File: config.mk
export PLATFORM = sky130hd
export DESIGN_NAME = accel_thread_arbiter
export DESIGN_NICKNAME = d
export VERILOG_FILES = /design/src/rtl/accel_thread_arbiter.sv
export SDC_FILE = /design/constraint.sdc
export NUM_CORES = 1
export LEC_CHECK = 0
export CORE_AREA = 3 3 243 245
export DETAILED_ROUTE_END_ITERATION = 10
export DIE_AREA = 0 0 246 248
export GPL_ROUTABILITY_DRIVEN = 0
export SLEW_MARGIN = 40
export SYNTH_ARGS = -nofsm -noshare
export SYNTH_HDL_FRONTEND = slang
export SYNTH_SLANG_ARGS = --single-unit
export TNS_END_PERCENT = 100
File: constraint.sdc
create_clock -name clk -period 3.9 [get_ports clk]
set_clock_uncertainty 0.15 [all_clocks]
set_input_delay 0.78 -clock clk [delete_from_list [all_inputs] [get_ports clk]]
set_output_delay 0.78 -clock clk [all_outputs]
set_load 0.1 [all_outputs]
File: src/rtl/accel_thread_arbiter.sv
// ---------------------------------------------------------------------------
// accel_thread_arbiter
//
// Purpose:
//   Shares one 1-cycle-latency header-match accelerator among NUM_THREADS
//   requesting threads. Round-robin arbitration with one transaction in
//   flight at a time. The block sequences the accelerator start/done
//   handshake and routes the returned 4-bit action to the winning thread.
//   FSM: IDLE -> ISSUE -> WAIT -> RESP -> IDLE.
//   All outputs are registered.
//
// Ports:
//   clk              system clock
//   reset            synchronous, active-low reset
//   req              per-thread request level (held until grant_ack)
//   req_header       thread i header in bits [64*i+63:64*i]
//   grant_ack        one-hot pulse; header of that thread was latched
//   resp_valid       one-hot pulse; resp_action valid for that thread
//   resp_action      action returned to the thread
//   accel_header     header driven to the accelerator (held outside ISSUE)
//   accel_start      accelerator start pulse (high only in ISSUE)
//   accel_thread_id  thread id sent with start (held outside ISSUE)
//   accel_done       accelerator done
//   accel_action     accelerator action
//   accel_tid_in     thread id returned by the accelerator
//   busy             high whenever the FSM is not in IDLE
//   timeout_err      sticky timeout flag, cleared only by reset
//
// Optional feature (macro ACCEL_ARB_STATS_EN):
//   Adds stat_grants[31:0] (+1 per ISSUE) and stat_timeouts[15:0]
//   (+1 per timeout). Both saturate at all-ones and clear on reset.
// ---------------------------------------------------------------------------
module accel_thread_arbiter #(
  parameter int NUM_THREADS    = 8,
  parameter int TID_W          = 3,
  parameter int TIMEOUT_CYCLES = 16
) (
  input  logic                      clk,
  input  logic                      reset,
  input  logic [NUM_THREADS-1:0]    req,
  input  logic [NUM_THREADS*64-1:0] req_header,
  output logic [NUM_THREADS-1:0]    grant_ack,
  output logic [NUM_THREADS-1:0]    resp_valid,
  output logic [3:0]                resp_action,
  output logic [63:0]               accel_header,
  output logic                      accel_start,
  output logic [TID_W-1:0]          accel_thread_id,
  input  logic                      accel_done,
  input  logic [3:0]                accel_action,
  input  logic [TID_W-1:0]          accel_tid_in,
  output logic                      busy,
  output logic                      timeout_err
`ifdef ACCEL_ARB_STATS_EN
  ,
  output logic [31:0]               stat_grants,
  output logic [15:0]               stat_timeouts
`endif
);

  localparam logic [1:0] S_IDLE  = 2'd0;
  localparam logic [1:0] S_ISSUE = 2'd1;
  localparam logic [1:0] S_WAIT  = 2'd2;
  localparam logic [1:0] S_RESP  = 2'd3;

  localparam int TMR_W = $clog2(TIMEOUT_CYCLES + 1);
  localparam logic [TMR_W-1:0] TMR_LIMIT = TMR_W'(TIMEOUT_CYCLES);
  localparam logic [TID_W-1:0] LAST_TID  = TID_W'(NUM_THREADS - 1);

  logic [1:0]             state_q, state_d;
  logic [TID_W-1:0]       rr_ptr_q, rr_ptr_d;
  logic [TMR_W-1:0]       timer_q, timer_d;
  logic [NUM_THREADS-1:0] grant_ack_q, grant_ack_d;
  logic [NUM_THREADS-1:0] resp_valid_q, resp_valid_d;
  logic [3:0]             resp_action_q, resp_action_d;
  logic [63:0]            accel_header_q, accel_header_d;
  logic                   accel_start_q, accel_start_d;
  logic [TID_W-1:0]       accel_thread_id_q, accel_thread_id_d;
  logic                   busy_q, busy_d;
  logic                   timeout_err_q, timeout_err_d;
`ifdef ACCEL_ARB_STATS_EN
  logic [31:0]            stat_grants_q, stat_grants_d;
  logic [15:0]            stat_timeouts_q, stat_timeouts_d;
`endif

  // Per-thread header slices and the round-robin search order
  // (candidate k is thread (rr_ptr + k) mod NUM_THREADS).
  logic [63:0]      hdr_arr  [NUM_THREADS];
  logic [TID_W-1:0] cand_idx [NUM_THREADS];

  generate
    for (genvar gi = 0; gi < NUM_THREADS; gi++) begin : g_thread
      assign hdr_arr[gi]  = req_header[64*gi +: 64];
      assign cand_idx[gi] = TID_W'((int'(rr_ptr_q) + gi) % NUM_THREADS);
    end
  endgenerate

  logic             win_found;
  logic [TID_W-1:0] win_idx;

  always_comb begin
    win_found = 1'b0;
    win_idx   = '0;
    for (int k = 0; k < NUM_THREADS; k++) begin
      if (!win_found && req[cand_idx[k]]) begin
        win_found = 1'b1;
        win_idx   = cand_idx[k];
      end
    end
  end

  // accel_thread_id_q holds the current winner for the whole transaction,
  // so it doubles as the thread the response is routed to.
  always_comb begin
    state_d           = state_q;
    rr_ptr_d          = rr_ptr_q;
    timer_d           = timer_q;
    grant_ack_d       = '0;
    resp_valid_d      = '0;
    resp_action_d     = resp_action_q;
    accel_header_d    = accel_header_q;
    accel_start_d     = 1'b0;
    accel_thread_id_d = accel_thread_id_q;
    timeout_err_d     = timeout_err_q;
`ifdef ACCEL_ARB_STATS_EN
    stat_grants_d     = stat_grants_q;
    stat_timeouts_d   = stat_timeouts_q;
`endif
    case (state_q)
      S_IDLE: begin
        if (win_found) begin
          state_d                = S_ISSUE;
          grant_ack_d[win_idx]   = 1'b1;
          accel_start_d          = 1'b1;
          accel_thread_id_d      = win_idx;
          accel_header_d         = hdr_arr[win_idx];
`ifdef ACCEL_ARB_STATS_EN
          if (stat_grants_q != '1) stat_grants_d = stat_grants_q + 32'd1;
`endif
        end
      end
      S_ISSUE: begin
        timer_d = '0;
        state_d = S_WAIT;
      end
      S_WAIT: begin
        if (accel_done && (accel_tid_in == accel_thread_id_q)) begin
          resp_action_d                   = accel_action;
          resp_valid_d[accel_thread_id_q] = 1'b1;
          state_d                         = S_RESP;
        end else begin
          // A done tagged with another thread id is a stale result and
          // counts as an idle WAIT cycle.
          timer_d = timer_q + 1'b1;
          if (timer_d == TMR_LIMIT) begin
            resp_action_d                   = 4'b0000;
            resp_valid_d[accel_thread_id_q] = 1'b1;
            timeout_err_d                   = 1'b1;
            state_d                         = S_RESP;
`ifdef ACCEL_ARB_STATS_EN
            if (stat_timeouts_q != '1) stat_timeouts_d = stat_timeouts_q + 16'd1;
`endif
          end
        end
      end
      default: begin  // S_RESP
        rr_ptr_d = (accel_thread_id_q == LAST_TID) ? '0 : accel_thread_id_q + 1'b1;
        state_d  = S_IDLE;
      end
    endcase
    busy_d = (state_d != S_IDLE);
  end

  always_ff @(posedge clk) begin
    if (!reset) begin
      state_q           <= S_IDLE;
      rr_ptr_q          <= '0;
      timer_q           <= '0;
      grant_ack_q       <= '0;
      resp_valid_q      <= '0;
      resp_action_q     <= '0;
      accel_header_q    <= '0;
      accel_start_q     <= 1'b0;
      accel_thread_id_q <= '0;
      busy_q            <= 1'b0;
      timeout_err_q     <= 1'b0;
`ifdef ACCEL_ARB_STATS_EN
      stat_grants_q     <= '0;
      stat_timeouts_q   <= '0;
`endif
    end else begin
      state_q           <= state_d;
      rr_ptr_q          <= rr_ptr_d;
      timer_q           <= timer_d;
      grant_ack_q       <= grant_ack_d;
      resp_valid_q      <= resp_valid_d;
      resp_action_q     <= resp_action_d;
      accel_header_q    <= accel_header_d;
      accel_start_q     <= accel_start_d;
      accel_thread_id_q <= accel_thread_id_d;
      busy_q            <= busy_d;
      timeout_err_q     <= timeout_err_d;
`ifdef ACCEL_ARB_STATS_EN
      stat_grants_q     <= stat_grants_d;
      stat_timeouts_q   <= stat_timeouts_d;
`endif
    end
  end

  assign grant_ack       = grant_ack_q;
  assign resp_valid      = resp_valid_q;
  assign resp_action     = resp_action_q;
  assign accel_header    = accel_header_q;
  assign accel_start     = accel_start_q;
  assign accel_thread_id = accel_thread_id_q;
  assign busy            = busy_q;
  assign timeout_err     = timeout_err_q;
`ifdef ACCEL_ARB_STATS_EN
  assign stat_grants     = stat_grants_q;
  assign stat_timeouts   = stat_timeouts_q;
`endif

endmodule

==> run_results.csv, run 1 <==
group,metric,value,unit
run_status,outcome,"finished clean",
finish,fillerInstances,5906,
finish,design.final.nets,2322,
worst_setup_path,cp_data_arrival_time,3980,ps
logic_synthesis,yosys_warnings,0,
logic_synthesis,async_reset_ff_frac,0,
sta,timing.final.setup_violations,0,
logic_synthesis,synthesis.area,0.00954,sq mm
clocking,root_buffer,"clkbuf_16",
worst_setup_path,setup.worst_path.start_class,"input pin",
die,die_area,0.0610,sq mm
placed_design,hpwl,46.1,mm
pwr,combPwrFrac,0.776,
route,total_via_count_after_detailed_routing,12600,
placed_design,placedCellCount,2525,
logic_synthesis,syn_area_per_cell,8.62,sq um
finish,finish.instance_area,0.0187,sq mm
sta,transition_time_at_the_pin_with_the_least_slew_margin,707,ps
route,route.detailed.vias_per_inst,4.94,
clocking,maximum_buffer_depth_of_the_clock_tree,2,
logic_synthesis,synth.ff_latch_count,100,
route,detail-route-antenna-nets,0,
pwr,power_switching,6480,uW
pwr,power_per_cell_area,616,mW/mm^2
sta,final.min_clock_period,3840,ps
clocking,postCtsHoldBufs,0,
grt,first_global_vias,13000,
clocking,clock_tree.htree_level_count,3,
clocking,clk_pin_slew_worst_paths,100,ps
die,top_level_ports,620,
die,die_width,246,um
clocking,cts_sink_count,100,
logic_synthesis,synth-edff-count,0,
worst_setup_path,worst-path-max-fanout,25,
worst_setup_path,cp.required,4040,ps
finish,area_growth,95.8,%
logic_synthesis,netlist_top_cells_area,"dfxtp_1 21%, a211oi_1 10%, and3_1 8.5%",
placed_design,placement_cell_area,0.0175,sq mm
grt,grt.overflow.total,0,
pwr,cellLeakagePower,0.00707,uW
route,drcViolationCount,0,
die,placementRows,88,
logic_synthesis,synthDistinctLibCells,64,
die,dieHeight,248,um
run,max_cap_violations,0,
logic_synthesis,synth_top_cell_by_area,"dfxtp_1",
worst_setup_path,worst_setup_path_end_kind,"flip-flop",
sta,grt_setup_unrepaired,"true",
sta,total_negative_setup_slacks,0,ps
route,dr.pass1.iters,5,
finish,count_of_non_filler_cells_in_the_finished_layout,2557,
die,floorplan.initialDensity,0.166,
pwr,power.switching_fraction,0.563,
pwr,cellInternalPower,5030,uW
placed_design,io_buffers,619,
route,routed_wire_length_per_instance,23.5,um
logic_synthesis,synth.yosys.seq_area_share,0.210,
sta,worst_hold_check_slack,374,ps
sta,timing_hold_violations_final,0,
grt,global_route_usage_over_all_layers,0.182,
logic_synthesis,synthFlopType,"dfxtp_1",
grt,initial_antenna_violation_count,12,
route,detail_route.iter0.violations,746,
finish,multi_input_gate_area,0.00768,sq mm
sta,fmax,260,MHz
worst_setup_path,worstSetupPathType,"input pin to flip-flop",
clocking,insertion_delay,380,ps
logic_synthesis,synth_nets,1645,
worst_hold_path,timing.hold.worst.class,"flip-flop to flip-flop",
sta,timing.final.crit_share,0.985,
logic_synthesis,synth_top_area_share,0.210,
logic_synthesis,postSynthCellCount,1106,
finish,final-seq-area,0.00200,sq mm
route,drt_wl_total,60.2,mm
clocking,tritoncts,"yes",
clocking,cts-buffers-inserted,9,
pwr,power.share.sequential,0.136,
pwr,p_clk_frac,0.088,
grt,grt_first_pass_wirelength,83.5,mm
pwr,vdd_drop_max,0.284,mV
sta,drv_slew,0,
finish,drive_gt1_frac,0.265,
grt,grt_start_max_net_pins,88,
sta,worst_slew_margin_rel,0.528,
die,core_area,0.0574,sq mm
layout make-up:
cell class | count | share of cell area
clock buffers | 9 | 0.0121
well taps | 765 | 0.0513
multi-input cells | 857 | 0.411
inverters | 9 | 0.00181
clock inverters | 7 | 0.00489
flip-flops and latches | 100 | 0.107
repair buffers | 806 | 0.411
diodes | 4 | 0.000536
logic make-up (layout without fill, tap and decap cells):
group           Yosys count  after routing  synth area share
xor+xnor                  7              7           0.00722
mux                     107            107             0.136
buf+inv                 149            831            0.0733
flops                   100            100             0.210
simple gates            352            352             0.249
other cells               0              4                 0
fa+ha+maj                 9              9            0.0118
compound gates          382            382             0.313
critical path: stages:
cell and delay, ps:
dlygate4sd2_1 330, mux4_2 610, mux2_2 350, o21ai_2 240, a211oi_4 110, a211oi_4 250, buf_6 160, buf_12 140
buf_12 200, buf_4 210, mux2i_1 290, a41o_1 230, nor4_2 40
path summary, 6_finish.rpt:
path	slack (ps)	to	depth (start not counted)	start
worst min-delay path	370	timeout_err	2	timeout_err
worst min register to register	370	timeout_err	2	timeout_err
worst max register to register	70	accel_header[58]	14	rr_ptr_q[1]
worst max-delay path	60	accel_header[9]	13	req[4]
cells in the mapped netlist, types with 6 or more instances:
| cell | n |
|---|---|
| a41o_1 | 64 |
| inv_1 | 8 |
| buf_6 | 9 |
| a2111oi_1 | 32 |
| mux4_2 | 16 |
| ha_1 | 9 |
| nor4_1 | 27 |
| a21oi_1 | 9 |
| nor3_1 | 8 |
| o21ai_0 | 72 |
| and2_1 | 7 |
| a2111oi_0 | 33 |
| nand2_1 | 23 |
| nand4_1 | 6 |
| nor2_1 | 19 |
| and3_1 | 129 |
| mux2i_1 | 78 |
| nor4_2 | 40 |
| dfxtp_1 | 100 |
| buf_2 | 34 |
| clkbuf_1 | 87 |
| mux2_2 | 8 |
| a22oi_1 | 7 |
| buf_4 | 8 |
| a211oi_1 | 131 |
| nor2b_1 | 73 |
flip-flops by register name (all words and copies together) (netlist names):
register	count
accel_header	64
accel_start	1
accel_thread_id	3
busy	1
grant_ack	8
resp_action	4
resp_valid	8
rr_ptr_q	3
state_q	2
timeout_err	1
timer_q	5
through the flow:
| step | worst slack (ps) | total power, uW | util |
|---|---|---|---|
| floorplan | 12.2 | 6860 | - |
| global placement | -638 | 9980 | 0.311 |
| detailed placement | -696 | 9800 | 0.304 |
| CTS | 4.37 | 11000 | 0.314 |
| global route | -84.2 | 12100 | 0.325 |
| finish | 59.4 | 11500 | 0.325 |
power groups by stage:
stage | registers (uW) | clock network [uW] | logic [uW]
after floorplan | 3650 | 0 | 3210
after global placement | 1590 | 0 | 8390
after detailed placement | 1590 | 0 | 8210
after CTS | 1570 | 1050 | 8420
after global routing | 1610 | 1090 | 9410
final | 1570 | 1010 | 8930
timing repair:
| item | in CTS | in global routing |
|---|---|---|
| setup endpoints to repair | 64 | 64 |
| pin swaps | 4 | 7 |
| setup buffers | 4 | 1 |
| cloned | 3 | 4 |
| resized for setup | 39 | 92 |
routing by layer:
metal  share of wire  global-route usage  vias up
met5          0.0013                   0        -
met4           0.030              0.0606       12
met3           0.074              0.0454      109
met2            0.50               0.312      595
met1            0.40               0.223     6081
li1                -                   -     5823
cells in the final DEF, fill, tap and decap left out, types with 6 or more instances in the layout:
master	instances
dlygate4sd2_1	8
ha_1	7
a2111oi_1	10
nor4_1	23
nand2_1	21
nor4_2	44
a211oi_2	29
and3_1	128
o21ai_0	71
mux2_2	8
buf_2	79
nand4_1	6
mux4_2	16
a2111oi_0	7
nor3_1	8
inv_1	8
a211oi_1	100
a2111oi_2	31
clkbuf_16	13
mux2i_1	75
buf_4	156
and2_1	7
buf_6	8
dfxtp_1	98
a21oi_1	9
nor2b_1	71
nor2_1	19
clkdlybuf4s50_1	520
a2111oi_4	17
a22oi_1	7
buf_12	26
a41o_1	64
Note: power is estimated with default switching activity, not from simulation.
==> run 2, diff against run 1 <==
--- a/config.mk
+++ b/config.mk
@@ -5,10 +5,11 @@
 export SDC_FILE = /design/constraint.sdc
 export NUM_CORES = 1
 export LEC_CHECK = 0
-export CORE_AREA = 3 3 243 245
+export CORE_AREA = 2 2 242 244
 export DETAILED_ROUTE_END_ITERATION = 10
-export DIE_AREA = 0 0 246 248
+export DIE_AREA = 0 0 244 246
 export GPL_ROUTABILITY_DRIVEN = 0
+export SETUP_SLACK_MARGIN = 0.02
 export SLEW_MARGIN = 40
 export SYNTH_ARGS = -nofsm -noshare
 export SYNTH_HDL_FRONTEND = slang
==> run 2 against run 1 <==
Effect of this change: sequential cell count stayed put; final area is 0.37% higher; power is 0.46% lower; wire length is 0.28% lower; combinational power hardly changed; utilization is 0.12 points higher; critical endpoint is now accel_header[35]; highest routed layer unchanged.
==> run_results.csv, run 2 (same netlist as run 1, synthesis figures left out) <==
group,metric,value,unit
die,core_area,0.0574,sq mm
clocking,postCtsHoldBufs,0,
run,max_cap_violations,0,
worst_hold_path,timing.hold.worst.class,"flip-flop to flip-flop",
run_status,outcome,"finished clean",
route,route.detailed.vias_per_inst,4.95,
clocking,tritoncts,"yes",
finish,finish.instance_area,0.0187,sq mm
die,placementRows,88,
sta,fmax,257,MHz
route,drcViolationCount,0,
worst_setup_path,worst-path-max-fanout,30,
sta,grt_setup_unrepaired,"true",
grt,global_route_usage_over_all_layers,0.183,
die,top_level_ports,620,
pwr,vdd_drop_max,0.297,mV
route,detail-route-antenna-nets,0,
clocking,maximum_buffer_depth_of_the_clock_tree,2,
clocking,root_buffer,"clkbuf_16",
worst_setup_path,cp_data_arrival_time,4010,ps
sta,transition_time_at_the_pin_with_the_least_slew_margin,627,ps
finish,most-common-layout-cells,"520 x clkdlybuf4s50_1, 144 x buf_4, 128 x and3_1",
sta,drv_slew,0,
placed_design,hpwl,46.3,mm
worst_setup_path,worst_setup_path_end_kind,"flip-flop",
pwr,power_per_cell_area,611,mW/mm^2
finish,drive_gt1_frac,0.272,
die,die_width,244,um
clocking,insertion_delay,390,ps
clocking,clock_tree.htree_level_count,3,
sta,worst_slew_margin_rel,0.582,
clocking,cts_sink_count,100,
finish,largest_register_ffs,64,
grt,first_global_vias,12800,
finish,finish.utilization,0.327,
finish,design.final.nets,2321,
grt,grt_start_max_net_pins,75,
route,drt_wl_total,60.0,mm
placed_design,io_buffers,619,
die,die_area,0.0600,sq mm
placed_design,placement_cell_area,0.0174,sq mm
worst_setup_path,cp.required,4020,ps
route,detail_route.iter0.violations,719,
pwr,cellLeakagePower,0.00709,uW
die,floorplan.initialDensity,0.166,
grt,grt_first_pass_wirelength,82.8,mm
sta,timing_hold_violations_final,0,
clocking,cts-buffers-inserted,9,
die,dieHeight,246,um
route,total_via_count_after_detailed_routing,12700,
finish,area_growth,96.5,%
worst_setup_path,setup.worst_path.start_class,"input pin",
grt,initial_antenna_violation_count,9,
grt,grt.overflow.total,0,
sta,timing.final.setup_violations,0,
worst_setup_path,r2r_slack,40,ps
clocking,clk_pin_slew_worst_paths,80,ps
finish,mostFrequentLayoutCell,"clkdlybuf4s50_1",
sta,timing.final.crit_share,0.997,
sta,final.min_clock_period,3890,ps
route,routed_wire_length_per_instance,23.5,um
worst_setup_path,worstSetupPathType,"input pin to flip-flop",
route,dr.pass1.iters,6,
[run 2: worst paths after layout]
check | start | cells after the start | end
setup / recovery | req[1] | 14 | accel_header[35]
hold / removal | timeout_err | 2 | timeout_err
setup reg to reg | rr_ptr_q[0] | 15 | accel_header[60]
hold reg to reg | timeout_err | 2 | timeout_err
[run 2: cell type report]
class / count / area, sq um
antenna: 3 / 7.51
clock buffer: 9 / 225
clock inverter: 7 / 73.8
fill: 5918 / 38600
inverter: 9 / 33.8
multi-input combinational: 857 / 7650
sequential: 100 / 2010
tap: 765 / 957
timing repair buffer: 805 / 7790
[run 2: per-stage QoR]
step | cells | worst slack (ps) | hold WS [ps] | power, uW | setup TNS (ps)
3_3_place_gp | 2516 | -759 | 340 | 9870 | -35250
6_report | 2555 | 11.4 | 364 | 11500 | 0
5_1_grt | 2553 | -50.4 | 393 | 12000 | -374
2_1_floorplan | 1106 | 17.6 | 345 | 6860 | 0
3_5_place_dp | 2516 | -824 | 350 | 9710 | -40100
4_1_cts | 2536 | 20.7 | 376 | 10900 | 0
[run 2: timing repair]
action	CTS	global route
setup endpoints to repair	73	70
resized for setup	36	117
pin swaps	2	53
gates cloned	1	7
buffers inserted	3	9
[run 2: metal layers]
metal | vias to the layer above | GRT usage | share of wire
met2 | 575 | 0.325 | 0.50
met3 | 69 | 0.0473 | 0.075
li1 | 5819 | - | -
met4 | 4 | 0.0482 | 0.023
met1 | 6188 | 0.218 | 0.40
met5 | - | 0 | 0.00045
[run 2: power breakdown]
group          switching (uW)  leakage (uW)  internal, uW  total, uW
clock network             526      0.000147           456        981
registers                 220      0.000827          1350       1570
logic                    5650       0.00611          3260       8900
total                    6390       0.00709          5060      11500
[run 2: critical path: stages]
cell	delay, ps
dlygate4sd2_1	340
mux4_2	580
buf_4	170
mux2i_4	200
and3_4	230
buf_4	120
a211oi_4	40
a211oi_4	280
buf_12	160
buf_12	140
nand4_4	150
buf_12	190
a211oi_2	470
nor4_2	90
==> run 3, diff against run 2 <==
--- a/config.mk
+++ b/config.mk
@@ -6,6 +6,7 @@
 export NUM_CORES = 1
 export LEC_CHECK = 0
 export CORE_AREA = 2 2 242 244
+export CTS_BUF_LIST = sky130_fd_sc_hd__clkbuf_4 sky130_fd_sc_hd__clkbuf_8
 export DETAILED_ROUTE_END_ITERATION = 10
 export DIE_AREA = 0 0 244 246
 export GPL_ROUTABILITY_DRIVEN = 0
==> run 3 against run 2 <==
Effect of this change: via count grew 1.7%; die area is the same; utilization grew 0.55 points; count of clock-buffer cells in the layout is the same; critical path depth shrank 1; final cell count grew 0.27%; largest power group unchanged; global-route usage shrank 0.20 points.
==> run_results.csv, run 3 (same netlist as run 1, synthesis figures left out) <==
group,metric,value,unit
die,dieHeight,246,um
route,detail_route.iter0.violations,800,
run,max_cap_violations,0,
sta,worst_slew_margin_rel,0.572,
route,total_via_count_after_detailed_routing,12900,
sta,drv_slew,0,
clocking,maximum_buffer_depth_of_the_clock_tree,2,
sta,timing.final.crit_share,0.981,
sta,transition_time_at_the_pin_with_the_least_slew_margin,642,ps
grt,first_global_vias,12800,
die,floorplan.initialDensity,0.166,
worst_setup_path,critical_path.reg2reg.startpoint,"rr_ptr_q[0]",
finish,design.final.nets,2328,
sta,fmax,261,MHz
pwr,power_per_cell_area,605,mW/mm^2
grt,initial_antenna_violation_count,8,
grt,grt.overflow.total,0,
worst_setup_path,worst-path-max-fanout,24,
worst_setup_path,cp_data_arrival_time,3990,ps
worst_setup_path,setup.worst_path.start_class,"flip-flop",
sta,grt_setup_unrepaired,"true",
grt,grt_start_max_net_pins,75,
route,detail-route-antenna-nets,0,
worst_hold_path,worstHoldPathCells,2,
route,route.detailed.vias_per_inst,5.02,
pwr,power,11500,uW
grt,grt_first_pass_wirelength,82.1,mm
placed_design,placement_cell_area,0.0174,sq mm
clocking,tritoncts,"yes",
route,routed_wire_length_per_instance,24.2,um
placed_design,io_buffers,619,
worst_hold_path,hp-start,"timeout_err",
worst_setup_path,timing.critical_path.slowest_cell_delay,600,ps
route,dr.pass1.iters,5,
worst_setup_path,r2r_end,"accel_header[39]",
die,core_area,0.0574,sq mm
die,die_area,0.0600,sq mm
worst_setup_path,worst_setup_path_end_kind,"flip-flop",
worst_setup_path,cp.required,4070,ps
clocking,root_buffer,"clkbuf_8",
finish,fillerInstances,5872,
finish,drive_gt1_frac,0.289,
run_status,outcome,"finished clean",
clocking,cts_sink_count,100,
sta,final.min_clock_period,3830,ps
clocking,postCtsHoldBufs,0,
pwr,vdd_drop_max,0.329,mV
clocking,cts-buffers-inserted,9,
sta,timing_hold_violations_final,0,
route,drt_wl_total,62.1,mm
finish,most-common-layout-cells,"520 x clkdlybuf4s50_1, 143 x buf_4, 127 x and3_1",
clocking,clk_pin_slew_worst_paths,120,ps
route,drcViolationCount,0,
placed_design,hpwl,46.3,mm
die,top_level_ports,620,
worst_setup_path,r2r_slack,70,ps
sta,total_negative_setup_slacks,0,ps
worst_setup_path,timing.critical_path.slowest_stage_cell,"mux4_2",
finish,mostFrequentLayoutCell,"clkdlybuf4s50_1",
finish,area_growth,99.8,%
finish,largest_register_ffs,64,
worst_setup_path,path_cells,"inv_2 -> ha_4 -> mux4_2 -> a211oi_4 -> a211o_4 -> nand3_4 -> a211oi_4 -> buf_12 -> buf_12 -> buf_4 -> nor2b_1 -> a2111oi_0 -> nor4_2",
die,placementRows,88,
grt,global_route_usage_over_all_layers,0.181,
die,die_width,244,um
worst_setup_path,ff2ff_path_depth,13,
pwr,cellLeakagePower,0.00717,uW
worst_hold_path,timing.hold.worst.class,"flip-flop to flip-flop",
worst_hold_path,hold_end,"timeout_err",
finish,finish.instance_area,0.0191,sq mm
clocking,clock_tree.htree_level_count,3,
clocking,insertion_delay,430,ps
worst_setup_path,worstSetupPathType,"flip-flop to flip-flop",
sta,timing.final.setup_violations,0,
[run 3: changes by cell type in the layout (fill, tap and decap cells not counted), sizes merged]
cell	delta
clkbuf	+5
buf	+1
dlygate4sd2	+1
[run 3: cell type report]
class | count | area (sq um) | share of cell area
multi-input combinational | 857 | 7880 | 0.413
inverter | 9 | 33.8 | 0.00177
clock inverter | 7 | 73.8 | 0.00387
sequential | 100 | 2000 | 0.105
timing repair buffer | 812 | 7980 | 0.419
antenna | 3 | 7.51 | 0.000394
clock buffer | 9 | 124 | 0.00650
tap | 765 | 957 | 0.0502
[run 3: worst max-delay path by stage]
stage                startpoint          endpoint  slack, ps  depth (start not counted)
CTS                 rr_ptr_q[1]  accel_header[26]          2                         14
finish              rr_ptr_q[0]  accel_header[39]         70                         13
detailed placement       req[1]  accel_header[34]       -820                         13
global placement         req[1]  accel_header[37]       -760                         11
global route        rr_ptr_q[0]  accel_header[35]        -50                         14
floorplan           rr_ptr_q[1]  accel_header[49]         20                         15
[run 3: metal layers]
layer	vias to the layer above	wire, um	part of all wire	global-route usage
met5	-	27	0.00043	0
met4	4	1470	0.024	0.0538
met3	78	4510	0.073	0.0422
met2	620	31100	0.50	0.322
met1	6341	25000	0.40	0.216
li1	5830	-	-	-
[run 3: critical path: cells and delay by family (launching register included)]
kind / cells / cell delay, ps
compound gates: 4 / 1350
buf+inv: 4 / 600
mux: 1 / 600
fa+ha+maj: 1 / 330
simple gates: 3 / 290
flops: 1 / 350
[run 3: where the power goes]
group	switching (uW)	internal, uW
sequential	220	1350
clock	500	254
combinational	5820	3390
[run 3: through the flow]
step	instances	hold WS, ps	util	worst slack (ps)
final	2562	376	0.332	74.1
after global routing	2560	403	0.332	-50.2
after CTS	2535	382	0.309	1.53
after detailed placement	2516	350	0.304	-824
after global placement	2516	340	0.310	-759
after floorplan	1106	345	-	17.6
[run 3: timing repair]
| item | CTS | global route |
|---|---|---|
| hold endpoints to repair | 0 | 0 |
| setup buffers | 3 | 12 |
| setup endpoints to repair | 67 | 65 |
| cloned | 0 | 14 |
| resized for setup | 30 | 158 |
| pin swaps | 2 | 63 |
==> variant 1 (settings of run 1) <==
The option `ACCEL_ARB_STATS_EN` is turned on by a define.
--- a/src/rtl/accel_thread_arbiter.sv
+++ b/src/rtl/accel_thread_arbiter.sv
@@ -30,6 +30,8 @@
 //   Adds stat_grants[31:0] (+1 per ISSUE) and stat_timeouts[15:0]
 //   (+1 per timeout). Both saturate at all-ones and clear on reset.
 // ---------------------------------------------------------------------------
+`define ACCEL_ARB_STATS_EN
+
 module accel_thread_arbiter #(
   parameter int NUM_THREADS    = 8,
   parameter int TID_W          = 3,
Formal check against the unedited RTL (old outputs only; new: stat_grants and stat_timeouts): equivalent (Yosys induction, for registers that start in step).
==> variant 1 against run 1 <==
Register-to-register slack lost 40 ps; sequential cell count grew 48; setup slack lost 43 ps; count of clock-buffer cells in the layout grew 8; area after synthesis grew 82%; power grew 15%; routed wire length grew 65%; design area grew 44%; clock power grew 80%; non-clock buffer count grew 134.
==> variant 1: results (changes against run 1) <==
outcome:
  status: "completed"
detailed_routing:
  wl_um: 99400  # +65%
yosys:
  yosysSeqAreaShare: 0.170  # -0.0397
  ys_top_cells_by_count: "257 x a31oi_1, 237 x nand2_1, 224 x clkbuf_1"
  yosysUniqueCellTypes: 60  # -6.3%
final_layout:
  nFillCells: 5711  # -3.3%
  fin_nets: 3784  # +63%
  drive_gt1_frac: 0.165  # -0.0999
global_routing:
  grt_pass1_wl_um: 144000  # +72%
  grt_pass1_vias: 23000  # +78%
  antenna_found_initial: 34  # +22
  grt_use_total: 0.303  # +0.121
setup_path:
  reg2reg_slack_ps: 30  # -40 ps
  cp_max_fo: 19  # -24%
  reg2reg_from: "rr_ptr_q[0]"
hold_path:
  holdPathEnd: "accel_header[52]"
clock_tree:
  worstSkewPairLatency_ps: 490  # +110 ps
  cts_htree_levels: 4  # +1
  path_clk_slew_ps: 80  # -20 ps
sta:
  slew_headroom: 0.378  # -0.150
pwr:
  ir_drop_mv: 0.460  # +62%
  leakage_nw: 9.61  # +36%
place:
  placed_area_mm2: 0.0256  # +46%
  port-buffer-count: 667  # +7.8%
  dp_hpwl_um: 72300  # +57%
## variant 1: stage by stage
| stage | hold WS, ps | std cells |
|---|---|---|
| after floorplan | 330 | 2621 |
| final | 319 | 4053 |
| after global routing | 342 | 4040 |
| after global placement | 301 | 3966 |
| after CTS | 319 | 4008 |
| after detailed placement | 299 | 3968 |
## variant 1: worst max-delay path: stages
cell and delay [ps]:
clkdlybuf4s50_1 500, mux4_2 530, mux2_4 280, a211o_1 330, a211oi_4 270, buf_4 180, buf_12 170, buf_4 210
or3_1 130, a21oi_1 60, a2111oi_1 430, o21ai_1 160, nand3_1 100
## variant 1: what timing repair did
action / CTS / global route
setup endpoints to repair: 26 / 80
gates cloned: 2 / 2
pin swaps: 5 / 13
gates resized for setup: 27 / 145
setup buffers: 6 / 10
## variant 1: worst max-delay path by stage
stage | startpoint | to | slack (ps) | cells past startpoint
final | req[1] | accel_header[12] | 20 | 13
after global routing | rr_ptr_q[0] | accel_header[16] | -90 | 17
after floorplan | rr_ptr_q[0] | accel_header[50] | -100 | 20
after global placement | req[4] | accel_header[32] | -760 | 15
after CTS | rr_ptr_q[0] | accel_header[2] | -30 | 15
after detailed placement | req[4] | accel_header[32] | -810 | 15
## variant 1: final cells by class
type	instances	area [um2]	share of cell area
antenna	32	80.1	0.00297
clock inverter	15	176	0.00655
multi-input combinational	2120	13400	0.498
timing repair buffer	940	8840	0.328
clock buffer	17	425	0.0158
tap	765	957	0.0355
inverter	16	72.6	0.00269
sequential	148	2970	0.110
## variant 1: routing by layer
metal	vias up	global-route usage	share of wire
met3	285	0.0849	0.11
met1	11900	0.371	0.38
met2	1544	0.494	0.47
met5	-	0	0.0010
li1	11400	-	-
met4	14	0.137	0.044
## variant 1: power by group
| part | switching [mW] | internal, mW |
|---|---|---|
| logic | 6.21 | 3.08 |
| registers | 0.254 | 1.87 |
| clock network | 0.896 | 0.921 |
| total | 7.36 | 5.87 |
## variant 1: logic make-up (layout without fill, tap and decap cells)
logic type	after synthesis	in the layout	share of synthesized area
AOI/OAI and AO/OA	883	885	0.336
xor gates and xnor gates	53	53	0.0267
adders and majority gates	11	11	0.00791
buffers and inverters	355	988	0.0901
DFF	148	148	0.170
muxes	39	39	0.0333
other	0	32	0
and+or+nand+nor	1132	1132	0.336
==> variant 2 (flow settings as in run 1) <==
Made on the original files. Reset style: asynchronous (`reset`), changed in one clocked block. Comments in the files are not updated.
--- a/src/rtl/accel_thread_arbiter.sv
+++ b/src/rtl/accel_thread_arbiter.sv
@@ -170,7 +170,7 @@
     busy_d = (state_d != S_IDLE);
   end
 
-  always_ff @(posedge clk) begin
+  always_ff @(posedge clk or negedge reset) begin
     if (!reset) begin
       state_q           <= S_IDLE;
       rr_ptr_q          <= '0;
Formal check against the unedited RTL: differs if reset is asserted again (counterexample within 4 cycles, from zero or initial values and one cycle with reset low); with reset held inactive, the same outputs for 4 cycles.
==> variant 2 against run 1 <==
The flow now finishes with violations (negative setup slack); synthesized cell count grew 27%; routed wire length grew 30%; area after synthesis grew 21%; critical path depth grew 3; sequential cell count is the same; global-route usage grew 4.0 points; via count grew 29%; design area grew 25%; first-iteration DRC count grew 67%; setup slack lost 240 ps; critical path type unchanged; largest cell class unchanged.
Power is not shown: default switching activity piles up to over one toggle a cycle in this logic, so the estimate is an artifact.
==> variant 2: results (changes against run 1) <==
place:
  place_inst: 2773  # +9.8%
  dp_hpwl_um: 51000  # +11%
  placed_area_mm2: 0.0195  # +12%
  place_ws_ps: -758  # -61.9 ps
final_layout:
  drive_gt1_frac: 0.308  # +0.0437
  sh_seq_area: 0.108  # +0.000286
  nFillCells: 5526  # -6.4%
  fin_nets: 2620  # +13%
  multi_input_cells: 1098  # +28%
  multi_input_area_share: 0.456  # +0.0446
  buffers: 861  # +6.8%
detailed_routing:
  drt_first_iter_violations: 1246  # +67%
  wl_met1_um: 29900  # +26%
  vias: 16200  # +29%
  wl_met3_um: 6630  # +49%
  viasPerCell: 5.68  # +15%
  met2_length_um: 38400  # +28%
  drt-wirelength-per-cell_um: 27.5  # +17%
sta:
  fin_ws_ps: -184  # -243 ps
  setup_tns_ps: -2070  # -2070 ps
  setup_viol: 48  # +48
hold_path:
  hold_path.class: "input pin to async pin"
yosys:
  synth_compound_area_frac: 0.369  # +0.0562
  ys_top_cells_by_count: "258 x and3_1, 151 x clkbuf_1, 129 x a2111oi_0"
  synthMuxAreaShare: 0.0571  # -0.0791
  synth.area.top_cells: "dfrtp_1 22%, and3_1 14%, a2111oi_0 9.8%"
  synthAdderAreaFrac: 0.00979  # -0.00202
  async_flop_share: 1.00  # +1.00
  syn_nets: 1943  # +18%
  synth-xor-area-share: 0.00740  # +0.000182
clock_tree:
  worstSkewPairLatency_ps: 400  # +20 ps
outcome:
  failed_checks: "negative setup slack"
  status: "complete, but fails checks"
global_routing:
  met2_usage: 0.385  # +0.0724
  grt_pass1_wl_um: 103000  # +24%
  grt_max_degree: 65  # -26%
setup_path:
  cp_max_fo: 54  # +120%
  cp_top_family: "buffers and inverters"
  critPathArrivalTime_ps: 4240  # +260 ps
[variant 2: changes by cell type after synthesis, sizes merged, moves of 63 or more]
| cell | change |
|---|---|
| mux2i | -67 |
| dfrtp | +100 |
| a2111oi | +65 |
| clkbuf | +64 |
| and3 | +129 |
| nand2 | +67 |
| o221ai | +64 |
| a211oi | -131 |
| dfxtp | -100 |
| a21oi | +65 |
| a41o | -63 |
| o32ai | +129 |
[variant 2: path summary, 6_finish.rpt]
path                              from          endpoint  slack [ps]  depth (start not counted)
max                             req[1]  accel_header[57]        -180                         16
min                              reset  accel_header[11]         250                          1
max reg2reg                rr_ptr_q[1]  accel_header[57]        -110                         16
min reg2reg                timeout_err       timeout_err         340                          1
max in group asynchronous        reset  accel_header[34]        2520                          2
min in group clk           timeout_err       timeout_err         340                          1
[variant 2: what timing repair did]
item	in CTS	in global routing
setup endpoints to repair	66	70
pin swaps	13	67
hold buffers	0	0
gates resized for setup	158	242
buffers inserted	18	15
cloned	13	22
